`src/rtl/uart_receiver.sv`:
```
// rtl/uart_receiver.sv - 16x oversampling UART receive stage with parity and framing checks
// Serial line in, one byte per frame out with a single-cycle valid strobe.
module uart_receiver #(
  parameter int CLK_HZ     = 50_000_000,
  parameter int OVERSAMPLE = 16
) (
  input  logic       clk,
  input  logic       rst,
  input  logic [1:0] baud_sel,
  input  logic [4:0] line_control_reg,
  input  logic       serial_data_rx,
  output logic [7:0] data_output,
  output logic       data_valid,
  output logic       parity_error,
  output logic       framing_error,
  output logic       active_flag
);

  localparam int SW = $clog2(OVERSAMPLE);
  localparam logic [SW-1:0] MID_IDX  = SW'(OVERSAMPLE / 2 - 1);
  localparam logic [SW-1:0] LAST_IDX = SW'(OVERSAMPLE - 1);
  localparam logic [15:0] DIV_2400  = 16'(CLK_HZ / (OVERSAMPLE * 2400));
  localparam logic [15:0] DIV_4800  = 16'(CLK_HZ / (OVERSAMPLE * 4800));
  localparam logic [15:0] DIV_9600  = 16'(CLK_HZ / (OVERSAMPLE * 9600));
  localparam logic [15:0] DIV_19200 = 16'(CLK_HZ / (OVERSAMPLE * 19200));

  typedef enum logic [2:0] {
    IDLE, START, DATA, PARITY, STOP1, STOP2, WAIT_IDLE
  } state_t;

  state_t        state_q, state_d;
  logic          rx_meta_q, rx_s_q;
  logic [15:0]   div_cnt_q, div_cnt_d;
  logic [SW-1:0] samp_cnt_q, samp_cnt_d;
  logic [2:0]    bit_cnt_q, bit_cnt_d;
  logic [7:0]    shreg_q, shreg_d;
  logic [1:0]    baud_q, baud_d;
  logic [4:0]    lcr_q, lcr_d;
  logic          par_err_q, par_err_d;
  logic          stop_err_q, stop_err_d;
  logic [7:0]    data_output_q, data_output_d;
  logic          data_valid_q, data_valid_d;
  logic          parity_error_q, parity_error_d;
  logic          framing_error_q, framing_error_d;
  logic          active_q, active_d;

  logic [15:0] div_sel;
  logic        tick, mid, bit_end, complete, frame_ferr, par_exp;
  logic [7:0]  aligned;
  logic [2:0]  nbits_m1;

  always_comb begin
    case (baud_q)
      2'b00:   div_sel = DIV_2400;
      2'b01:   div_sel = DIV_4800;
      2'b10:   div_sel = DIV_9600;
      default: div_sel = DIV_19200;
    endcase
  end

  assign tick     = (div_cnt_q == div_sel - 16'd1);
  assign mid      = tick && (samp_cnt_q == MID_IDX);
  assign bit_end  = tick && (samp_cnt_q == LAST_IDX);
  assign nbits_m1 = {1'b1, lcr_q[1:0]};
  // Bits enter at the MSB, so a short word sits high and is shifted down by 8-N.
  assign aligned  = shreg_q >> (2'd3 - lcr_q[1:0]);
  assign par_exp  = lcr_q[4] ? (^aligned) : ~(^aligned);

  always_comb begin
    state_d         = state_q;
    div_cnt_d       = div_cnt_q;
    samp_cnt_d      = samp_cnt_q;
    bit_cnt_d       = bit_cnt_q;
    shreg_d         = shreg_q;
    baud_d          = baud_q;
    lcr_d           = lcr_q;
    par_err_d       = par_err_q;
    stop_err_d      = stop_err_q;
    data_output_d   = data_output_q;
    data_valid_d    = 1'b0;
    parity_error_d  = parity_error_q;
    framing_error_d = framing_error_q;
    active_d        = active_q;
    complete        = 1'b0;
    frame_ferr      = 1'b0;

    if (state_q != IDLE) begin
      if (tick) begin
        div_cnt_d  = 16'd0;
        samp_cnt_d = (samp_cnt_q == LAST_IDX) ? '0 : samp_cnt_q + 1'b1;
      end else begin
        div_cnt_d = div_cnt_q + 16'd1;
      end
    end

    case (state_q)
      IDLE: begin
        div_cnt_d  = 16'd0;
        samp_cnt_d = '0;
        if (!rx_s_q) begin
          state_d    = START;
          active_d   = 1'b1;
          baud_d     = baud_sel;
          lcr_d      = line_control_reg;
          bit_cnt_d  = 3'd0;
          par_err_d  = 1'b0;
          stop_err_d = 1'b0;
        end
      end
      START: begin
        if (mid && rx_s_q) begin
          state_d  = IDLE;
          active_d = 1'b0;
        end else if (bit_end) begin
          state_d = DATA;
        end
      end
      DATA: begin
        if (mid) shreg_d = {rx_s_q, shreg_q[7:1]};
        if (bit_end) begin
          if (bit_cnt_q == nbits_m1) begin
            bit_cnt_d = 3'd0;
            state_d   = lcr_q[3] ? PARITY : STOP1;
          end else begin
            bit_cnt_d = bit_cnt_q + 3'd1;
          end
        end
      end
      PARITY: begin
        if (mid) par_err_d = (rx_s_q != par_exp);
        if (bit_end) state_d = STOP1;
      end
      STOP1: begin
        if (mid) begin
          if (lcr_q[2]) begin
            stop_err_d = ~rx_s_q;
          end else begin
            complete   = 1'b1;
            frame_ferr = ~rx_s_q;
          end
        end
        if (bit_end && lcr_q[2]) state_d = STOP2;
      end
      STOP2: begin
        if (mid) begin
          complete   = 1'b1;
          frame_ferr = stop_err_q | ~rx_s_q;
        end
      end
      WAIT_IDLE: begin
        if (rx_s_q) state_d = IDLE;
      end
      default: state_d = IDLE;
    endcase

    // A low line at the completing sample is a break; hold off until it releases.
    if (complete) begin
      data_output_d   = aligned;
      parity_error_d  = par_err_q;
      framing_error_d = frame_ferr;
      data_valid_d    = 1'b1;
      active_d        = 1'b0;
      state_d         = rx_s_q ? IDLE : WAIT_IDLE;
    end
  end

  always_ff @(posedge clk or negedge rst) begin
    if (!rst) begin
      state_q         <= IDLE;
      rx_meta_q       <= 1'b1;
      rx_s_q          <= 1'b1;
      div_cnt_q       <= 16'd0;
      samp_cnt_q      <= '0;
      bit_cnt_q       <= 3'd0;
      shreg_q         <= 8'd0;
      baud_q          <= 2'd0;
      lcr_q           <= 5'd0;
      par_err_q       <= 1'b0;
      stop_err_q      <= 1'b0;
      data_output_q   <= 8'd0;
      data_valid_q    <= 1'b0;
      parity_error_q  <= 1'b0;
      framing_error_q <= 1'b0;
      active_q        <= 1'b0;
    end else begin
      state_q         <= state_d;
      rx_meta_q       <= serial_data_rx;
      rx_s_q          <= rx_meta_q;
      div_cnt_q       <= div_cnt_d;
      samp_cnt_q      <= samp_cnt_d;
      bit_cnt_q       <= bit_cnt_d;
      shreg_q         <= shreg_d;
      baud_q          <= baud_d;
      lcr_q           <= lcr_d;
      par_err_q       <= par_err_d;
      stop_err_q      <= stop_err_d;
      data_output_q   <= data_output_d;
      data_valid_q    <= data_valid_d;
      parity_error_q  <= parity_error_d;
      framing_error_q <= framing_error_d;
      active_q        <= active_d;
    end
  end

  assign data_output   = data_output_q;
  assign data_valid    = data_valid_q;
  assign parity_error  = parity_error_q;
  assign framing_error = framing_error_q;
  assign active_flag   = active_q;

endmodule

```
`config.mk`:
```
export PLATFORM = sky130hd
export DESIGN_NAME = uart_receiver
export DESIGN_NICKNAME = d
export VERILOG_FILES = /design/src/rtl/uart_receiver.sv
export SDC_FILE = /design/constraint.sdc
export NUM_CORES = 1
export LEC_CHECK = 0
export ABC_AREA = 1
export ABC_CLOCK_PERIOD_IN_PS = 4400
export CORE_ASPECT_RATIO = 0.7
export CORE_MARGIN = 1.5
export CORE_UTILIZATION = 53
export DETAILED_ROUTE_END_ITERATION = 6
export HOLD_SLACK_MARGIN = 0.08
export PLACE_DENSITY = 0.71
export SETUP_SLACK_MARGIN = 0.5
export SLEW_MARGIN = 20
export SYNTH_ARGS = -nofsm -noshare
export SYNTH_HDL_FRONTEND = slang
export SYNTH_SLANG_ARGS = --single-unit
```
`constraint.sdc`:
```
create_clock -name clk -period 4.4 [get_ports clk]
set_input_delay 0.88 -clock clk [delete_from_list [all_inputs] [get_ports clk]]
set_output_delay 0.88 -clock clk [all_outputs]
set_load 0.005 [all_outputs]
```
=== Word level (Yosys, flattened, before mapping) ===
Cells that the tools add are included.

* Bits in registers: 57
* Output and inout port bits: 12
* Bits in writable memories: 0
* Bits of input ports: 10
* ROM bits: 0
* Word-level logic and storage cells: 118
* Bits in latches: 0
* Memories kept: 0

* Add/subtract/negate cells: 5
* Reduce and logical (&&, ||, !) cells: 22
* Equal/unequal tests: 27
* Multipliers: 0
* Order comparisons: 0
* Shift-type cells: 1
* Multiplexer cells: 44
* Bitwise operators: 3
* Div/mod/pow operators: 0

{| class="wikitable"
|+ Operator list
! cell !! count
|-
| 2-to-1 mux 16 bit || 3
|-
| 2-to-1 mux 3 bit || 14
|-
| case mux 11 bit (3 select lines) || 1
|-
| inequality test 3 bit, second input constant || 7
|-
| case mux 3 bit (7 select lines) || 1
|-
| adder 16 x 1 -> 16 bit, second input constant || 1
|-
| == test 16 bit || 1
|-
| 2-to-1 mux 4 bit || 4
|-
| subtractor 16 x 1 -> 16 bit, second input constant || 1
|-
| 2-to-1 mux 1 bit || 15
|-
| inequality test 2 bit, second input constant || 6
|-
| case mux 1 bit (2 select lines) || 5
|-
| nonzero test 2 bit || 5
|-
| == test 3 bit, second input constant || 3
|-
| AND reduction 3 bit || 3
|-
| AND reduction 8 bit || 1
|-
| parity 8 bit || 1
|-
| right shift 8 x 2 -> 8 bit || 1
|-
| == test 3 x 2 -> 1 bit, second input constant || 2
|-
| case mux 3 bit (2 select lines) || 1
|-
| AND reduction 2 bit || 3
|-
| nonzero test 3 bit || 2
|-
| adder 4 x 1 -> 4 bit, second input constant || 1
|-
| == test 4 x 3 -> 1 bit, second input constant || 1
|-
| 15 further kinds || 19
|}

=== Depth between registers and ports, before layout ===
* Word-level depth: 9
* Mapped depth: 18
* Gate-level depth less buffers: 18

=== Worst setup path after synthesis ===
Ideal clock, no wire load.

* Path kind: flip-flop to flip-flop
* Start: register baud_q[0]
* End: register state_q[2]
* Path buffers: 1
* Path slack: 2237 ps
* Setup time: 116 ps
* Data arrival time: 2046 ps
* Cell stages (with the launch flop): 18
* Clock period less this slack: 2163 ps
* Required time: 4284 ps
* Cells stage by stage: dfrtp_1 > inv_1 > ha_1 > inv_1 > nand2_1 > nand2_1 > nand3_1 > or2_1 > nor2_1 > and2_4 > nand2_4 > nor2_8 > nand2_2 > buf_6 > nand2_1 > nand2_1 > nand2_1 > nand2_1

* Word-level cells in the longest chain between the ends: 9

{| class="wikitable"
|+ Ends and longest elaborated chain
! what !! RTL line !! text
|-
| from (decl) || 37 || <nowiki>logic [1:0] baud_q, baud_d;</nowiki>
|-
| from (signal assigned) || 193 || <nowiki>baud_q <= baud_d;</nowiki>
|-
| == test 2 bit, or another cell as far along || 53 || <nowiki>case (baud_q)</nowiki>
|-
| case mux 11 bit (3 select lines) (*) || 53 ||
|-
| subtractor 16 x 1 -> 16 bit (*) || 61 || <nowiki>assign tick = (div_cnt_q == div_sel - 16'd1);</nowiki>
|-
| == test 16 bit (*) || 61 ||
|-
| logical AND 1 bit || 62 || <nowiki>assign mid = tick && (samp_cnt_q == MID_IDX);</nowiki>
|-
| 2-to-1 mux 1 bit, or another cell as far along || 145 || <nowiki>if (mid) begin</nowiki>
|-
| case mux 1 bit (2 select lines) or 2-to-1 mux 3 bit (tied branches) || 96, 111 ||
|-
| inequality test 4 bit (no line), or another cell as far along || - ||
|-
| AND reduction 8 bit (no line) or 2-to-1 mux 3 bit (tied branches) || - ||
|-
| to (signal assigned) || 186 || <nowiki>state_q <= state_d;</nowiki>
|-
| to (decl) || 31 || <nowiki>state_t state_q, state_d;</nowiki>
|}

Mark *: on every way between the ends. The rest lies on a longest branch, timed or not.
A chain may end at the register's enable or synchronous reset.

=== Worst setup path in the final report ===
* Start: register baud_q[0]
* End: register parity_error_q (netlist: parity_error)

* Word-level cells in the longest chain between the ends: 7

{| class="wikitable"
|+ Ends and longest elaborated chain
! what !! RTL line !! text
|-
| == test 2 bit, or another cell as far along || 53 ||
|-
| case mux 11 bit (3 select lines) (*) || 53 ||
|-
| subtractor 16 x 1 -> 16 bit (*) || 61 ||
|-
| == test 16 bit (*) || 61 ||
|-
| logical AND 1 bit (*) || 62 ||
|-
| 2-to-1 mux 1 bit (on tied branches) || 145, 134 ||
|-
| case mux 1 bit (2 select lines) (*) || 96 || <nowiki>case (state_q)</nowiki>
|-
| via complete || 48 || <nowiki>logic tick, mid, bit_end, complete, frame_ferr, par_exp;</nowiki>
|-
| to (signal assigned) || 199 || <nowiki>parity_error_q <= parity_error_d;</nowiki>
|-
| to (decl) || 43 || <nowiki>logic parity_error_q, parity_error_d;</nowiki>
|}

The timed path passes the listed nets; every way through them passes the cells marked *.

==> impl_metrics.csv <==
group,metric,value,unit
floorplan,initial_core_util,0.562,
floorplan,core,0.00587,mm2
clock_network,cts.path.max_buffers,2,
clock_network,hold_buffers,0,
sta,finalSetupViolations,0,
clock_network,cts_resized,0,
placement,gp_congestion,0.927,
drt,vias_per_cell,5.18,
drt,ant_nets,0,
final_layout,fin_area,0.00374,mm2
sta,finalCriticalPeriod,2.60,ns
critical_path,arrival,2.88,ns
grt,grt_pass1_wl,12800,um
clock_network,post_cts.repair.setup_buffers,0,
placement,io_buffers,21,
logic_synthesis,synth_cell_type_count,35,
pwr,power,0.00166,W
placement,place_area,0.00356,mm2
grt,grt_pass1_vias,2645,
sta,skew,0.00679,ns
floorplan,dieWidth,97.3,um
final_layout,layout.nets,485,
job,maxCapViolCount,0,
clock_network,insertion_delay,0.35,ns
final_layout,antenna_cells,0,
sta,rsz0062_at_grt,"no",
logic_synthesis,synth_seq_cells,57,
grt,antenna_found_initial,0,
critical_path,worstSetupPathType,"register to register",
placement,place_hpwl,5660,um
logic_synthesis,synth_nets,459,
grt,grt_max_degree,44,
logic_synthesis,syn-instance-count,439,
floorplan,pin_count,22,
logic_synthesis,ys_async_sr_fraction,1.00,
clock_network,cts_buffers,9,
sta,slew_viol_final,0,
critical_path,worst_setup_path_start_kind,"register",
sta,fin_crit_sh,0.591,
sta,fmax,0.385,GHz
logic_synthesis,synth_most_common_cell,"nand2_1",
sta,report.final.hold_viol_count,0,
final_layout,syn_to_final_growth,13.2,%
grt,grt.total_usage,0.243,
logic_synthesis,synth_edf_count,0,
clock_network,h-tree-depth,3,
pwr,vdd_drop_max,0.000254,V
clock_network,cts_tree,"done",
logic_synthesis,yosys_most_used_dff,"dfrtp_1",
floorplan,die_h,69.0,um
drt,wirelength,7360,um
sta,relSlewSlack,0.495,
drt,drtPass1Iterations,5,
logic_synthesis,syn-cell-area,0.00330,mm2
floorplan,dieArea,0.00672,mm2
critical_path,required,4.68,ns
run_status,status,"finished clean",
sta,worst_slack,1.80,ns
final_layout,fill_cells,502,
logic_synthesis,yosys_warnings,0,
critical_path,cp-end-kind,"register",
grt,overflow,0,
drt,vias,2820,
logic_synthesis,synth_commonest_cells,"nand2_1, dfrtp_1, inv_1",
drt,drc,0,
pwr,leakagePower,1.87,nW
final_layout,drive_above_1_share,0.0725,
sta,tns,0,ns
clock_network,root_buffer,"clkbuf_8",
logic_synthesis,netlist.area_leader.share,0.417,
critical_path,crit_path_max_fanout,21,
logic_synthesis,yosysSeqAreaShare,0.433,
hold_path,hold_path_class,"register to register",
pwr,powerDensity,445,mW/mm2
placement,dp_slack,1.82,ns
drt,wl_per_cell,13.5,um
logic_synthesis,synth_top_area_cell,"dfrtp_1",
clock_network,clock-sinks,57,
drt,drt_iter0_markers,173,
floorplan,rows,23,
clock_network,clk_pin_slew,0.06,ns
sta,worstMarginPinSlew,0.755,ns
logic_synthesis,synth_area_leaders,"dfrtp_1, nand2_1, inv_1, nand3_1, nor2_1",
logic_synthesis,avgSynthCellArea,7.52,um2
-- placed cells by master (no fill, tap or decap), types with 2 or more instances in the layout --
master	n
dfrtp_1	55
a21oi_1	14
o21ai_1	6
nor2_1	35
nand4_1	6
nand2_2	3
nand3b_1	2
dfstp_2	2
xor2_1	5
o21ai_2	6
o21a_1	2
inv_1	55
ha_1	10
nand3_1	34
clkdlybuf4s50_1	20
xnor2_1	9
nor4_1	2
nand2_1	137
clkbuf_8	12
nor3b_1	3
nor3_1	9
a31oi_1	2
o21ai_0	24
clkinv_2	3
-- critical path, cell delays in order (launching register included) --
cell and delay [ns]:
dfrtp_1 0.42, inv_1 0.11, ha_1 0.33, inv_1 0.09, nand2_1 0.05, nand2_1 0.08
nand3_1 0.06, or2_1 0.23, nor2_1 0.09, and2_4 0.17, nand2_4 0.09, nor2_8 0.14
nand2_2 0.26, inv_1 0.27, nand2_1 0.09, nand2_1 0.06
-- stage by stage --
step / hold slack (ns) / utilization / std cells
after floorplan: 0.345 / - / 439
after global placement: 0.346 / 0.606 / 529
after detailed placement: 0.349 / 0.606 / 529
after CTS: 0.357 / 0.636 / 544
after global routing: 0.364 / 0.636 / 544
final: 0.357 / 0.636 / 544
-- area by class of cell --
class                           instances  area [um2]  area share
Multi-Input combinational cell        318        1610       0.430
Sequential cell                        57        1430       0.382
Inverter                               57         214      0.0573
Timing Repair Buffer                   22         213      0.0569
Clock buffer                           12         165      0.0442
Tap cell                               75        93.8      0.0251
Clock inverter                          3        15.0     0.00402
-- where the power goes --
part / internal [W] / switching (W) / total (W)
sequential: 0.000590 / 0.0000865 / 0.000677
combinational: 0.000192 / 0.000339 / 0.000531
clock: 0.000244 / 0.000210 / 0.000454
total: 0.00103 / 0.000635 / 0.00166
-- logic make-up after synthesis --
family / Yosys count / synth area share
compound gates: 58 / 0.101
xor+xnor: 14 / 0.0372
fa+ha+maj: 10 / 0.0379
buf+inv: 64 / 0.0800
flops: 57 / 0.433
simple gates: 236 / 0.311
-- sequential cells by signal (all words and copies together), names as in the netlist --
signal and count:
rx_meta_q 1, bit_cnt_q 3, shreg_q 8, baud_q 2
data_valid 1, state_q 3, data_output 8, samp_cnt_q 4
framing_error 1, div_cnt_q 16, rx_s_q 1, lcr_q 5
parity_error 1, active_flag 1, par_err_q 1, stop_err_q 1
-- per-layer routing --
metal	track usage	vias up	wire length, um
li1	-	1457	-
met1	0.388	1277	4060
met2	0.315	75	2780
met3	0.0578	11	402
met4	0.0889	0	114
met5	0	-	0
-- path summary, 6_finish.rpt --
kind,from,to,slack (ns),cells past startpoint
setup / recovery,baud_q[0],parity_error,1.80,15
max in group asynchronous,rst,rx_s_q,3.11,2
setup reg to reg,baud_q[0],parity_error,1.80,15
hold / removal,rx_meta_q,rx_s_q,0.36,0
min in group asynchronous,rst,div_cnt_q[13],0.43,1
hold reg to reg,rx_meta_q,rx_s_q,0.36,0
Power figures use the tool's default switching activity.
